**src/rtl/sev_seg_scan_controller.sv**
```systemverilog
// Four-digit seven-segment scan controller.
// Cycles one shared segment bus across four digit selects, blanking the
// first BLANK_CYCLES of every slot to suppress ghosting.
// Optional PWM brightness: define SEV_SEG_SCAN_BRIGHTNESS_EN.
module sev_seg_scan_controller #(
  parameter int unsigned PRESCALE     = 50000,
  parameter int unsigned BLANK_CYCLES = 800,
  parameter bit          ACTIVE_LOW   = 1'b1
) (
  input  logic       clk,
  input  logic       rst,
  input  logic       en,
  input  logic [6:0] digit_0,
  input  logic [6:0] digit_1,
  input  logic [6:0] digit_2,
  input  logic [6:0] digit_3,
  input  logic [3:0] dots,
  input  logic [3:0] brightness,
  output logic [6:0] seg_out,
  output logic       dot_out,
  output logic [3:0] digit_sel,
  output logic       frame_tick
);

  localparam int unsigned CW        = (PRESCALE > 1) ? $clog2(PRESCALE) : 1;
  localparam int unsigned WIN       = PRESCALE - BLANK_CYCLES;
  localparam logic [CW-1:0] CNT_LAST  = CW'(PRESCALE - 1);
  localparam logic [CW-1:0] CNT_BLANK = CW'(BLANK_CYCLES);

  typedef enum logic {IDLE, SCAN} state_t;

  state_t          state_q, state_d;
  logic [CW-1:0]   cnt_q, cnt_d;
  logic [1:0]      idx_q, idx_d;
  logic [6:0]      seg_snap_q, seg_snap_d;
  logic            dot_snap_q, dot_snap_d;
  logic            tick_d;
  logic [6:0]      digits [4];
  logic [31:0]     on_len;
  logic [31:0]     win_pos;
  logic            active;
  logic [3:0]      sel_onehot;

`ifdef SEV_SEG_SCAN_BRIGHTNESS_EN
  logic [3:0]      bri_q, bri_d;
`else
  logic            unused_brightness;
  assign unused_brightness = ^brightness;
`endif

  assign digits[0] = digit_0;
  assign digits[1] = digit_1;
  assign digits[2] = digit_2;
  assign digits[3] = digit_3;

  // Next-state: slot counter, digit index and snapshot capture at slot start.
  always_comb begin
    state_d    = state_q;
    cnt_d      = cnt_q;
    idx_d      = idx_q;
    seg_snap_d = seg_snap_q;
    dot_snap_d = dot_snap_q;
    tick_d     = 1'b0;
`ifdef SEV_SEG_SCAN_BRIGHTNESS_EN
    bri_d      = bri_q;
`endif
    if (!en) begin
      state_d = IDLE;
      cnt_d   = '0;
      idx_d   = '0;
    end else if (state_q == IDLE) begin
      state_d    = SCAN;
      cnt_d      = '0;
      idx_d      = '0;
      seg_snap_d = digits[0];
      dot_snap_d = dots[0];
      tick_d     = 1'b1;
`ifdef SEV_SEG_SCAN_BRIGHTNESS_EN
      bri_d      = brightness;
`endif
    end else if (cnt_q == CNT_LAST) begin
      cnt_d      = '0;
      idx_d      = idx_q + 2'd1;
      seg_snap_d = digits[idx_d];
      dot_snap_d = dots[idx_d];
      if (idx_d == 2'd0) begin
        tick_d = 1'b1;
`ifdef SEV_SEG_SCAN_BRIGHTNESS_EN
        bri_d  = brightness;
`endif
      end
    end else begin
      cnt_d = cnt_q + CW'(1);
    end
  end

  // Display window evaluated on next-state values so outputs align with cnt/idx.
  always_comb begin
`ifdef SEV_SEG_SCAN_BRIGHTNESS_EN
    on_len = (WIN / 16) * (32'(bri_d) + 32'd1);
`else
    on_len = WIN;
`endif
    win_pos    = 32'(cnt_d) - BLANK_CYCLES;
    active     = (state_d == SCAN) && (cnt_d >= CNT_BLANK) && (win_pos < on_len);
    sel_onehot = 4'b0001 << idx_d;
  end

  // State, snapshot and registered output update; reset blanks everything.
  always_ff @(posedge clk) begin
    if (!rst) begin
      state_q    <= IDLE;
      cnt_q      <= '0;
      idx_q      <= '0;
      seg_snap_q <= '0;
      dot_snap_q <= 1'b0;
`ifdef SEV_SEG_SCAN_BRIGHTNESS_EN
      bri_q      <= '0;
`endif
      seg_out    <= {7{ACTIVE_LOW}};
      dot_out    <= ACTIVE_LOW;
      digit_sel  <= {4{ACTIVE_LOW}};
      frame_tick <= 1'b0;
    end else begin
      state_q    <= state_d;
      cnt_q      <= cnt_d;
      idx_q      <= idx_d;
      seg_snap_q <= seg_snap_d;
      dot_snap_q <= dot_snap_d;
`ifdef SEV_SEG_SCAN_BRIGHTNESS_EN
      bri_q      <= bri_d;
`endif
      seg_out    <= {7{ACTIVE_LOW}} ^ (active ? seg_snap_d : 7'h00);
      dot_out    <= ACTIVE_LOW ^ (active & dot_snap_d);
      digit_sel  <= {4{ACTIVE_LOW}} ^ (active ? sel_onehot : 4'h0);
      frame_tick <= tick_d;
    end
  end

endmodule

```
**config.mk**
```make
export PLATFORM = sky130hd
export DESIGN_NAME = sev_seg_scan_controller
export DESIGN_NICKNAME = d
export VERILOG_FILES = /design/src/rtl/sev_seg_scan_controller.sv
export SDC_FILE = /design/constraint.sdc
export NUM_CORES = 1
export LEC_CHECK = 0
export BUFFER_PORTS_ARGS = -buffer_cell sky130_fd_sc_hd__buf_2
export CAP_MARGIN = 0
export CORE_UTILIZATION = 59
export DETAILED_ROUTE_END_ITERATION = 10
export PLACE_DENSITY = 0.93
export REMOVE_ABC_BUFFERS = 1
export SYNTH_ARGS = -nofsm -noshare
export SYNTH_HDL_FRONTEND = slang
export SYNTH_SLANG_ARGS = --single-unit
```
**constraint.sdc**
```tcl
create_clock -name clk -period 8.95 [get_ports clk]
set_input_delay 0.895 -clock clk [delete_from_list [all_inputs] [get_ports clk]]
set_output_delay 0.895 -clock clk [all_outputs]
set_load 0.03 [all_outputs]
```
# After elaboration in Yosys (flattened, before gate mapping)
# Cells that the tools add are included.
word_totals:
  reg_bits: 40
  output_inout_bits: 13
  elab_cells: 50
op_classes:
  n_addsub: 3
  n_lt_le_gt_ge: 4
  n_eq_ne: 1
  n_shift: 1
  muxes: 23
  bitwise: 5
  reduce_logical: 4
op_table:
  columns: ["cell", "count"]
  rows:
  - ["16-bit 2-to-1 mux", 3]
  - ["7-bit 2-to-1 mux", 6]
  - ["32-bit by 16-bit < comparator with 1-bit output (second input constant)", 1]
  - ["16-bit by 10-bit subtractor with 17-bit output (second input constant)", 1]
  - ["16-bit by 1-bit adder with 16-bit output (second input constant)", 1]
  - ["16-bit equality test (second input constant)", 1]
  - ["16-bit by 10-bit >= comparator with 1-bit output (second input constant)", 1]
  - ["7-bit binary-select mux with 2-bit select", 1]
  - ["1-bit 2-to-1 mux", 8]
  - ["7-bit NOT", 1]
  - ["2-bit 2-to-1 mux", 3]
  - ["4-bit 2-to-1 mux", 1]
  - ["4-bit NOT", 1]
  - ["1-bit by 2-bit left shift with 4-bit output (first input constant)", 1]
  - ["3-bit >= comparator (second input constant)", 1]
  - ["2-bit by 3-bit < comparator with 1-bit output (second input constant)", 1]
  - ["2-bit NOT with 3-bit output", 1]
  - ["2-bit by 1-bit adder with 2-bit output (second input constant)", 1]
  - ["1-bit binary-select mux with 2-bit select", 1]
  - ["1-bit logical AND", 2]
  - ["2-bit logical NOT", 1]
  - ["2-bit AND reduction", 1]
  - ["1-bit bitwise AND", 1]
  - ["1-bit NOT", 1]

# Logic depth before layout (Yosys ltp)
# Gate-level depths: netlist of the first run.
logic_depth:
  word_depth: 10
  mapped_depth: 16
  depth_no_buf: 13

# Least setup slack after synthesis of the first run
# No wires, ideal clock.
synth_timing:
  path_kind: "reg2reg"
  from: "register cnt_q[0]"
  to: "register digit_sel[2]"
  arrival_ns: 2.696
  required_time_ns: 8.829
  slack_ns: 6.133
  path_stages_with_launch: 17
  n_path_buf: 3
  period_less_slack_ns: 2.817
  cell_sequence: "dfxtp_1 ha_1 buf_4 and3_1 buf_4 nand2_1 xnor2_1 nand2_1 ha_1 xor2_1 nand2_1 nor2_1 o221a_2 a31oi_1 or2_1 buf_6 a2bb2oi_2"
synth_between:
  elab_chain_len: 9
synth_lines:
  columns: ["item", "line_no", "source"]
  rows:
  - ["start: declaration", "33", "logic [CW-1:0] cnt_q, cnt_d;"]
  - ["start signal: assignment", "126", "cnt_q <= cnt_d;"]
  - ["16-bit by 1-bit adder with 16-bit output or 16-bit equality test (tied branches)", "93, 81", null]
  - ["16-bit 2-to-1 mux", "81", "end else if (cnt_q == CNT_LAST) begin"]
  - ["16-bit 2-to-1 mux", "71", "end else if (state_q == IDLE) begin"]
  - ["16-bit 2-to-1 mux", "67", "if (!en) begin"]
  - ["16-bit by 10-bit subtractor with 17-bit output or 16-bit by 10-bit >= comparator with 1-bit output (tied branches)", "104, 105", null]
  - ["32-bit by 16-bit < comparator with 1-bit output or 1-bit logical AND (tied branches)", "105", "active = (state_d == SCAN) && (cnt_d >= CNT_BLANK) && (win_pos < on_len);"]
  - ["1-bit logical AND", "105", null]
  - ["4-bit 2-to-1 mux (*)", "135", "digit_sel <= {4{ACTIVE_LOW}} ^ (active ? sel_onehot : 4'h0);"]
  - ["4-bit NOT (no line) (*)", null, null]
  - ["end signal: assignment", "122", "digit_sel <= {4{ACTIVE_LOW}};"]
  - ["end signal: assignment", "135", null]
  - ["end: declaration", "21", "output logic [3:0] digit_sel,"]
# Every way passes the cells marked *; elsewhere a longest branch is shown, timed or not.
# A chain may end at the register's enable or synchronous reset.

# Worst setup path in the final report of the first run
layout_timing:
  from: "register cnt_q[1]"
  to: "register digit_sel[0]"
# The elaborated chain is that of the path after synthesis.

==> impl_metrics.csv, run 1 <==
group,metric,value,unit
outcome,status,"finished clean",
pwr,p_leak,0.000957,uW
critical_path,start_kind,"register",
floorplanning,die-area,4570,sq um
floorplanning,core_area,4060,sq um
critical_path,critPathRequiredTime,9.16,ns
critical_path,critPathKind,"register to register",
yosys,synth.cell_area,2540,sq um
clock_network,numCtsBuffers,5,
sta,slew_violations,0,
drt,finalWirelength,6050,um
clock_network,clock_latency,0.30,ns
clock_network,htree_num_levels,2,
critical_path,rrSetupSlack,5.14,ns
layout,most-common-layout-cells,"buf_2 (47), dfxtp_1 (40), nor2_1 (30)",
run,drv_cap,0,
grt,grt_max_degree,24,
critical_path,cpMaxStageDelayCell,"or2_1",
layout,final-seq-area,801,sq um
yosys,synth.distinct_cells,55,
critical_path,crit_top_cell,"nand2_1",
sta,period_needed,3.81,ns
layout,drive_above_1_share,25.4,%
sta,setup_viol,0,
floorplanning,die_x,67.6,um
sta,rsz0062_at_grt,"no",
placed_design,gp_congestion,0.916,
sta,fin_crit_sh,42.6,%
floorplanning,rows,23,
grt,overflow,0,
placed_design,port-buffer-count,47,
sta,report.final.hold_viol_count,0,
sta,fmax,262,MHz
worst_hold_path,hold_class,"register to register",
yosys,synth-async-reset-ratio,0,%
grt,grt_pass1_wl,9450,um
drt,routedWlPerCell,16.6,um
clock_network,cts_buffer_depth,2,
layout,layout.nets,357,
placed_design,pre_cts_slack,5.19,ns
grt,antenna_found_initial,0,
placed_design,dp_hpwl,4270,um
layout,final_common_cell,"buf_2",
floorplanning,die_h,67.6,um
clock_network,clk_pin_slew,0.08,ns
yosys,ys.flop_type,"dfxtp_1",
critical_path,crit_start,"cnt_q[1]",
placed_design,post-place-cells,358,
sta,max_slew_margin,21.5,%
clock_network,cts_tree,"yes",
layout,fill_cells,305,
pwr,power_density,118,nW/um^2
critical_path,endpoint,"digit_sel[0]",
critical_path,cp-end-kind,"register",
floorplanning,start_util,62.6,%
sta,skew,0.00816,ns
clock_network,post_cts_resized,0,
drt,drc_errors,0,
clock_network,cts_hold_buffers,0,
layout,multiInputGateArea,1550,sq um
clock_network,cts-root-buf,"clkbuf_8",
critical_path,r2r-end,"digit_sel[0]",
critical_path,cpPeakStageDelay,0.57,ns
critical_path,cp_max_fo,11,
drt,firstDrtPassIters,4,
layout,antenna_cells,0,
yosys,ys_warn_count,0,
drt,drt_iter0_markers,211,
drt,num_vias,2301,
layout,syn_to_final_growth,9.21,%
critical_path,r2r_start,"cnt_q[1]",
yosys,ys_ff_latch,40,
yosys,synth_edf_count,0,
critical_path,reg2reg_depth,13,
floorplanning,io_pins,52,
layout,stdcell_count,365,
sta,fin_ws,5.14,ns
yosys,synthCells,285,
grt,global_route.usage.total,27.4,%
clock_network,postCtsSetupBuffers,0,
sta,fin_tns_setup,0,ns
drt,vias_per_cell,6.30,
sta,tightest_slew,1.17,ns
grt,grt_pass1_vias,2103,
pwr,vdd_drop_max,0.0818,mV
yosys,yosysSeqAreaShare,31.5,%
critical_path,cp.arrival,4.02,ns
drt,ant_nets,0,
yosys,syn-mean-instance-area,8.91,sq um
clock_network,cts.sinks,40,
critical_path,crit_chain,"ha_1 > and3_1 > nand2_1 > xnor2_1 > nand2_1 > ha_1 > xor2_1 > nand2_1 > nor2_1 > o221a_2 > a31oi_1 > or2_1 > a2bb2oi_1",
==> critical path: cells and delay by family, from the launching register on <==
family	cells	cell delay [ns]
AO/OA/AOI/OAI	3	0.78
XOR/XNOR	2	0.42
AND/OR/NAND/NOR	6	1.44
flip-flops	1	0.44
adder cells (fa/ha/maj)	2	0.63
==> kinds of logic after synthesis <==
family	count (synthesis)	synth area share, %
XOR/XNOR	16	5.52
multiplexers	10	7.88
AND/OR/NAND/NOR	118	25.7
adder cells (fa/ha/maj)	3	1.48
flip-flops	40	31.5
AO/OA/AOI/OAI	61	20.2
buffers and inverters	37	7.64
==> area by class of cell <==
class                      count  share of cell area [%]
multi-input combinational    208                    55.7
timing repair buffer          47                    8.48
tap                           50                    2.26
sequential                    40                    28.9
inverter                      13                    1.76
clock buffer                   5                    2.48
clock inverter                 2                   0.451
==> how the worst min path moves through the flow <==
stage / start / endpoint / slack, ns / cells past startpoint
2_1_floorplan: cnt_q[0] / cnt_q[0] / 0.46 / 1
3_3_place_gp: cnt_q[0] / cnt_q[0] / 0.48 / 1
3_5_place_dp: cnt_q[13] / cnt_q[13] / 0.51 / 2
4_1_cts: cnt_q[13] / cnt_q[13] / 0.52 / 2
5_1_grt: cnt_q[13] / cnt_q[13] / 0.54 / 2
6_report: cnt_q[13] / cnt_q[13] / 0.52 / 2
==> through the flow <==
step                      power (uW)  utilization [%]  cell area, sq um  hold WS [ns]
final                            328             68.4              2770         0.517
after global routing             334             68.4              2770         0.537
after CTS                        327             68.4              2770         0.517
after detailed placement         213             66.4              2690         0.506
after global placement           212             66.4              2690         0.482
after floorplan                  201                -              2390         0.459
==> flip-flops by register name, summed over array words and instances (netlist names) <==
register	cells
dot_out	1
dot_snap_q	1
state_q	1
cnt_q	16
seg_snap_q	7
frame_tick	1
seg_out	7
idx_q	2
digit_sel	4
==> synthesized netlist by cell type (9+ instances only) <==
master	number	area (sq um)
xnor2_1	11	96.3
o21ai_0	11	55.1
a2bb2oi_2	10	150
dfxtp_1	40	801
o211ai_1	9	67.6
nor2_1	30	113
nand2_1	14	52.6
nand3_1	10	50.1
nor3_1	19	95.1
inv_1	13	48.8
a21oi_1	9	45.0
nor3b_1	11	82.6
==> metal layers <==
layer | wire length, um | up-vias | track usage (%)
li1 | - | 1109 | -
met1 | 2600 | 1088 | 34.6
met2 | 2950 | 91 | 45.0
met3 | 389 | 13 | 5.24
met4 | 111 | 0 | 12.0
met5 | 0 | - | 0
==> power breakdown <==
group,total (uW),switching (uW),internal [uW]
logic,25.8,12.2,13.6
clock network,118,65.3,52.8
registers,184,2.53,181
Note: power is estimated with default switching activity, not from simulation.
==> inputs of run 2 (changes only) <==
Settings changed: ABC_AREA set to 1, CORE_UTILIZATION 59 to 49, PLACE_DENSITY 0.93 to 0.84.
Clock period 8.95 ns to 3.5 ns, I/O delays scaled along.
==> impl_metrics.csv, run 2 <==
group,metric,value,unit
outcome,status,"finished clean",
yosys,synth_common_cells,"nor2_1 (57), nand2_1 (53), inv_1 (43)",
yosys,synth_fa_ha_area_share,1.55,%
pwr,power.share.clock,42.4,%
yosys,synth_top_family_by_area,"simple AND/OR/NAND/NOR gates",
drt,finalWirelength,5750,um
placed_design,dp_hpwl,4170,um
critical_path,critPathRequiredTime,3.72,ns
placed_design,gp_congestion,0.880,
yosys,ys.flop_type,"dfxtp_1",
sta,slew_violations,0,
pwr,p_leak,0.00122,uW
floorplanning,die_h,72.4,um
drt,vias_per_cell,5.29,
yosys,synth_edf_count,0,
drt,drc_errors,0,
critical_path,start_kind,"register",
layout,final_common_cell,"nor2_1",
layout,drive_above_1_share,24.3,%
pwr,power_frac_seq,50.3,%
yosys,syn-mean-instance-area,6.89,sq um
critical_path,crit_chain,"ha_1 > nand3_1 > nor2_2 > nand2_4 > nand3_2 > ha_1 > nand2_1 > o211ai_1 > nand3_1 > nand3_1",
yosys,ys_top_cells_by_area,"dfxtp_1 (33%), nor2_1 (8.8%), nand2_1 (8.2%), inv_1 (6.7%), nand3_1 (5.2%)",
grt,grt_max_degree,26,
layout,most-common-layout-cells,"nor2_1 (57), nand2_1 (53), buf_2 (47)",
yosys,yosysSeqAreaShare,33.0,%
sta,period_needed,2.67,ns
critical_path,cpPeakStageDelay,0.49,ns
yosys,ys_ff_latch,40,
layout,layout.nets,436,
floorplanning,rows,25,
clock_network,cts_buffer_depth,2,
floorplanning,io_pins,52,
drt,ant_nets,0,
pwr,p_int,705,uW
sta,skew,0.00644,ns
critical_path,path_delay_family,"simple AND/OR/NAND/NOR gates",
sta,report.final.hold_viol_count,0,
layout,fill_cells,442,
sta,rsz0062_at_grt,"no",
pwr,p_sw_share,24.0,%
worst_hold_path,hold_start,"rst",
yosys,synth-simple-area-share,36.9,%
grt,grt_pass1_wl,9480,um
drt,firstDrtPassIters,4,
sta,fin_crit_sh,76.2,%
layout,stdcell_area,2790,sq um
worst_hold_path,hold_class,"input port to register",
drt,num_vias,2446,
floorplanning,core_area,4750,sq um
floorplanning,start_util,51.0,%
grt,grt_pass1_vias,2113,
sta,fmax,375,MHz
grt,antenna_found_initial,0,
drt,drt_iter0_markers,256,
yosys,synth_largest_area_cell,"dfxtp_1",
yosys,synth-async-reset-ratio,0,%
sta,max_slew_margin,51.1,%
critical_path,crit_start,"cnt_q[0]",
placed_design,port-buffer-count,47,
yosys,synth_xor_area_share,0.722,%
critical_path,cpMaxStageDelayCell,"nand3_1",
grt,global_route.usage.total,23.3,%
layout,syn_to_final_growth,14.9,%
floorplanning,die_x,72.4,um
layout,largestRegisters,"cnt_q (16), seg_out (7), seg_snap_q (7)",
yosys,synth_top_area_share,33.0,%
yosys,ys_warn_count,0,
yosys,synth_mux_area_share,0,%
clock_network,cts_tree,"yes",
critical_path,cp-end-kind,"register",
run,drv_cap,0,
critical_path,crit_buf_inv,0,
sta,fin_tns_setup,0,ns
critical_path,critPathKind,"register to register",
yosys,yosys.cell_count.top_type,"nor2_1",
layout,antenna_cells,0,
critical_path,r2r_start,"cnt_q[0]",
clock_network,cts.sinks,40,
critical_path,crit_top_cell,"nand3_1",
floorplanning,die-area,5240,sq um
critical_path,cp_max_fo,25,
yosys,synthCells,352,
placed_design,place_area,2670,sq um
critical_path,cp.arrival,2.89,ns
clock_network,clock_latency,0.30,ns
sta,tightest_slew,0.733,ns
pwr,switching_power,222,uW
clock_network,cts_hold_buffers,0,
clock_network,postCtsSetupBuffers,0,
yosys,synth.distinct_cells,36,
clock_network,clk_pin_slew,0.09,ns
pwr,vdd_drop_max,0.296,mV
yosys,synth.cell_area,2430,sq um
clock_network,htree_num_levels,2,
drt,routedWlPerCell,12.4,um
clock_network,numCtsBuffers,5,
clock_network,post_cts_resized,0,
layout,largest_register_ff_count,16,
pwr,power_density,333,nW/um^2
pwr,combPwrFrac,7.3,%
yosys,synth_compound_area_share,17.2,%
sta,setup_viol,0,
layout,regMostFlops,"cnt_q",
clock_network,cts-root-buf,"clkbuf_8",
grt,overflow,0,
==> run 2: cell count changes after synthesis, sizes merged, moves of 9 or more <==
cell     delta
nand2      +44
nor2       +38
inv        +35
nand3      +23
nor3       -17
o21ai      +15
a2bb2oi    -11
a21oi      +10
nor3b      -10
xnor2      -10
nand4       +9
==> run 2: worst paths after layout <==
path                        to  slack [ns]  cells after the start
setup reg to reg  digit_sel[1]        0.83                     10
setup / recovery  digit_sel[1]        0.83                     10
hold reg to reg       cnt_q[0]        0.48                      1
hold / removal         state_q        0.32                      3
==> run 2: layer usage <==
layer | part of all wire, % | GRT usage (%) | vias to the layer above | routed length [um]
met3 | 5.0 | 4.17 | 7 | 287
met4 | 1.5 | 6.75 | 0 | 84
met1 | 46 | 32.5 | 1118 | 2670
li1 | - | - | 1254 | -
met2 | 47 | 36.7 | 67 | 2710
met5 | 0 | 0 | - | 0
==> run 2: worst register-to-register path: cells and delay by family (launching register included) <==
kind                       cells  cell delay, ns
AOI/OAI and AO/OA              1            0.20
adders and majority gates      2            0.43
DFF                            1            0.39
and+or+nand+nor                7            1.59
==> run 2: final cells by class <==
type	instances	area (sq um)	area share, %
multi-input cells	251	1370	49.1
inverters	49	184	6.60
well taps	67	83.8	3.01
repair buffers	47	235	8.44
flip-flops and latches	40	801	28.7
clock buffers	5	68.8	2.47
clock inverters	3	46.3	1.66
==> run 2: cells by family (layout without fill, tap and decap cells) <==
family	after synthesis	after routing
AND/OR/NAND/NOR	179	179
AO/OA/AOI/OAI	67	67
buffers and inverters	61	104
flip-flops	40	40
adder cells (fa/ha/maj)	3	3
XOR/XNOR	2	2
==> run 2: per-stage QoR <==
stage | setup slack, ns | hold slack, ns | power (uW) | utilization (%) | std cells
CTS | 0.847 | 0.322 | 928 | 58.6 | 462
detailed placement | 0.867 | 0.458 | 542 | 56.2 | 454
finish | 0.833 | 0.322 | 927 | 58.6 | 462
global placement | 0.937 | 0.459 | 541 | 56.2 | 454
global route | 0.611 | 0.356 | 956 | 58.6 | 462
floorplan | 1.31 | 0.440 | 511 | - | 340
==> run 2: power by group through the flow <==
stage	registers, uW	logic, uW	clock network [uW]
floorplan	478	33.8	0
global placement	477	64.1	0
detailed placement	477	65.5	0
CTS	466	66.7	395
global route	467	74.2	414
finish	466	67.4	393
==> inputs of run 3 (changes only) <==
Settings changed: CORE_UTILIZATION 49 to 54, PLACE_DENSITY 0.84 to 0.87.
Clock period 3.5 ns to 2.5 ns, I/O delays scaled along.
==> impl_metrics.csv, run 3 (synthesis gave the netlist of run 2 again) <==
group,metric,value,unit
grt,grt_max_degree,23,
critical_path,cp-end-kind,"register",
drt,drt_iter0_markers,276,
layout,post-route-util,65.7,%
sta,max_slew_margin,50.7,%
layout,drive_above_1_share,26.2,%
floorplanning,start_util,56.1,%
pwr,power.share.clock,37.7,%
pwr,switching_power,289,uW
drt,ant_nets,0,
pwr,p_leak,0.00126,uW
floorplanning,die-area,4760,sq um
grt,overflow,0,
critical_path,cp_max_fo,10,
grt,antenna_found_initial,0,
clock_network,cts-root-buf,"clkbuf_8",
worst_hold_path,min_path_cells,3,
worst_hold_path,min_to,"state_q",
critical_path,critPathKind,"register to register",
floorplanning,io_pins,52,
sta,holdWs,0.229,ns
clock_network,htree_num_levels,2,
placed_design,post-place-cells,446,
placed_design,port-buffer-count,47,
drt,drc_errors,0,
critical_path,rrSetupSlack,0.19,ns
drt,num_vias,2595,
clock_network,cts.sinks,40,
clock_network,cts_tree,"yes",
pwr,power_density,423,nW/um^2
pwr,p_sw_share,24.0,%
pwr,power_frac_seq,54.3,%
sta,rsz0062_at_grt,"no",
layout,largest_register_ff_count,16,
critical_path,reg2reg_depth,13,
outcome,status,"finished clean",
floorplanning,die_x,69.0,um
pwr,combPwrFrac,8.1,%
grt,global_route.usage.total,25.9,%
sta,fin_crit_sh,92.4,%
drt,routedWlPerCell,13.5,um
layout,layout.nets,445,
drt,vias_per_cell,5.69,
grt,grt_pass1_vias,2327,
drt,firstDrtPassIters,5,
sta,fmax,433,MHz
sta,fin_tns_setup,0,ns
sta,slew_violations,0,
critical_path,r2r_start,"cnt_q[0]",
layout,stdcell_count,456,
sta,tightest_slew,0.739,ns
sta,period_needed,2.31,ns
layout,most-common-layout-cells,"nor2_1 (57), nand2_1 (52), buf_2 (47)",
critical_path,r2r-end,"seg_out[3]",
layout,syn_to_final_growth,17.1,%
grt,grt_pass1_wl,10200,um
sta,setup_viol,0,
floorplanning,rows,24,
pwr,p_int,912,uW
clock_network,clock_latency,0.30,ns
sta,report.final.hold_viol_count,0,
clock_network,clk_pin_slew,0.07,ns
clock_network,numCtsBuffers,5,
clock_network,cts_buffer_depth,2,
layout,regMostFlops,"cnt_q",
floorplanning,die_h,69.0,um
placed_design,gp_congestion,0.902,
critical_path,start_kind,"register",
floorplanning,core_area,4320,sq um
drt,finalWirelength,6150,um
layout,final_common_cell,"nor2_1",
layout,largestRegisters,"cnt_q (16), seg_out (7), seg_snap_q (7)",
critical_path,cp.arrival,2.48,ns
layout,antenna_cells,0,
placed_design,dp_hpwl,4240,um
run,drv_cap,0,
worst_hold_path,hold_class,"input port to register",
pwr,vdd_drop_max,0.292,mV
worst_hold_path,hold_start,"rst",
sta,skew,0.00312,ns
critical_path,critPathRequiredTime,2.68,ns
-- run 3: cell count changes in the layout (fill, tap and decap cells not counted), sizes merged --
| cell | change |
|---|---|
| inv | -1 |
| nand4 | +1 |
| buf | +8 |
| clkbuf | +2 |
| bufinv | -1 |
-- run 3: final cells by class --
class / count / area (sq um)
Clock buffer: 7 / 86.3
Clock inverter: 1 / 7.51
Fill cell: 388 / 1480
Inverter: 49 / 184
Multi-Input combinational cell: 252 / 1400
Sequential cell: 40 / 801
Tap cell: 52 / 65.1
Timing Repair Buffer: 55 / 295
-- run 3: repair_timing --
item                                    in CTS  in global routing
endpoints found under the setup margin       0                 12
hold buffers                                 0                  0
resized for setup                            0                  4
setup buffers                                0                  1
-- run 3: metrics by stage --
stage | total power (uW) | instance area, sq um | setup slack (ns)
3_5_place_dp | 761 | 2710 | 0.0725
4_1_cts | 1210 | 2800 | 0.0397
2_1_floorplan | 716 | 2350 | 0.307
3_3_place_gp | 759 | 2710 | 0.193
6_report | 1200 | 2840 | 0.190
5_1_grt | 1240 | 2840 | 0.00209
-- run 3: how the worst max path moves through the flow --
stage	start	end	depth (start not counted)
6_report	cnt_q[0]	seg_out[3]	13
5_1_grt	cnt_q[0]	seg_out[4]	13
4_1_cts	cnt_q[0]	digit_sel[1]	12
3_5_place_dp	cnt_q[0]	digit_sel[0]	12
3_3_place_gp	cnt_q[0]	seg_out[0]	12
2_1_floorplan	cnt_q[0]	seg_out[0]	10
-- run 3: critical path, stage by stage (launching register included) --
cell and delay [ns]:
dfxtp_1 0.40, ha_2 0.24, nand3_1 0.15, nor2_2 0.17
nand2_4 0.13, nand3_2 0.11, ha_1 0.21, nand2_1 0.09
nand3_1 0.13, nand3_1 0.09, nand2_1 0.06, nand2_1 0.16
nand4_4 0.19, nand3_2 0.08
-- run 3: layer usage --
layer  GRT usage (%)  routed length [um]
met5               0                   0
met4            9.98                 187
met3            4.68                 369
met2            42.8                2920
met1            33.5                2670
-- run 3: power by group through the flow --
stage | Sequential [uW] | Clock [uW] | Combinational, uW
floorplan | 669 | 0 | 47.3
global placement | 666 | 0 | 93.0
detailed placement | 666 | 0 | 94.3
CTS | 651 | 460 | 95.3
global route | 653 | 480 | 108
finish | 652 | 452 | 97.1
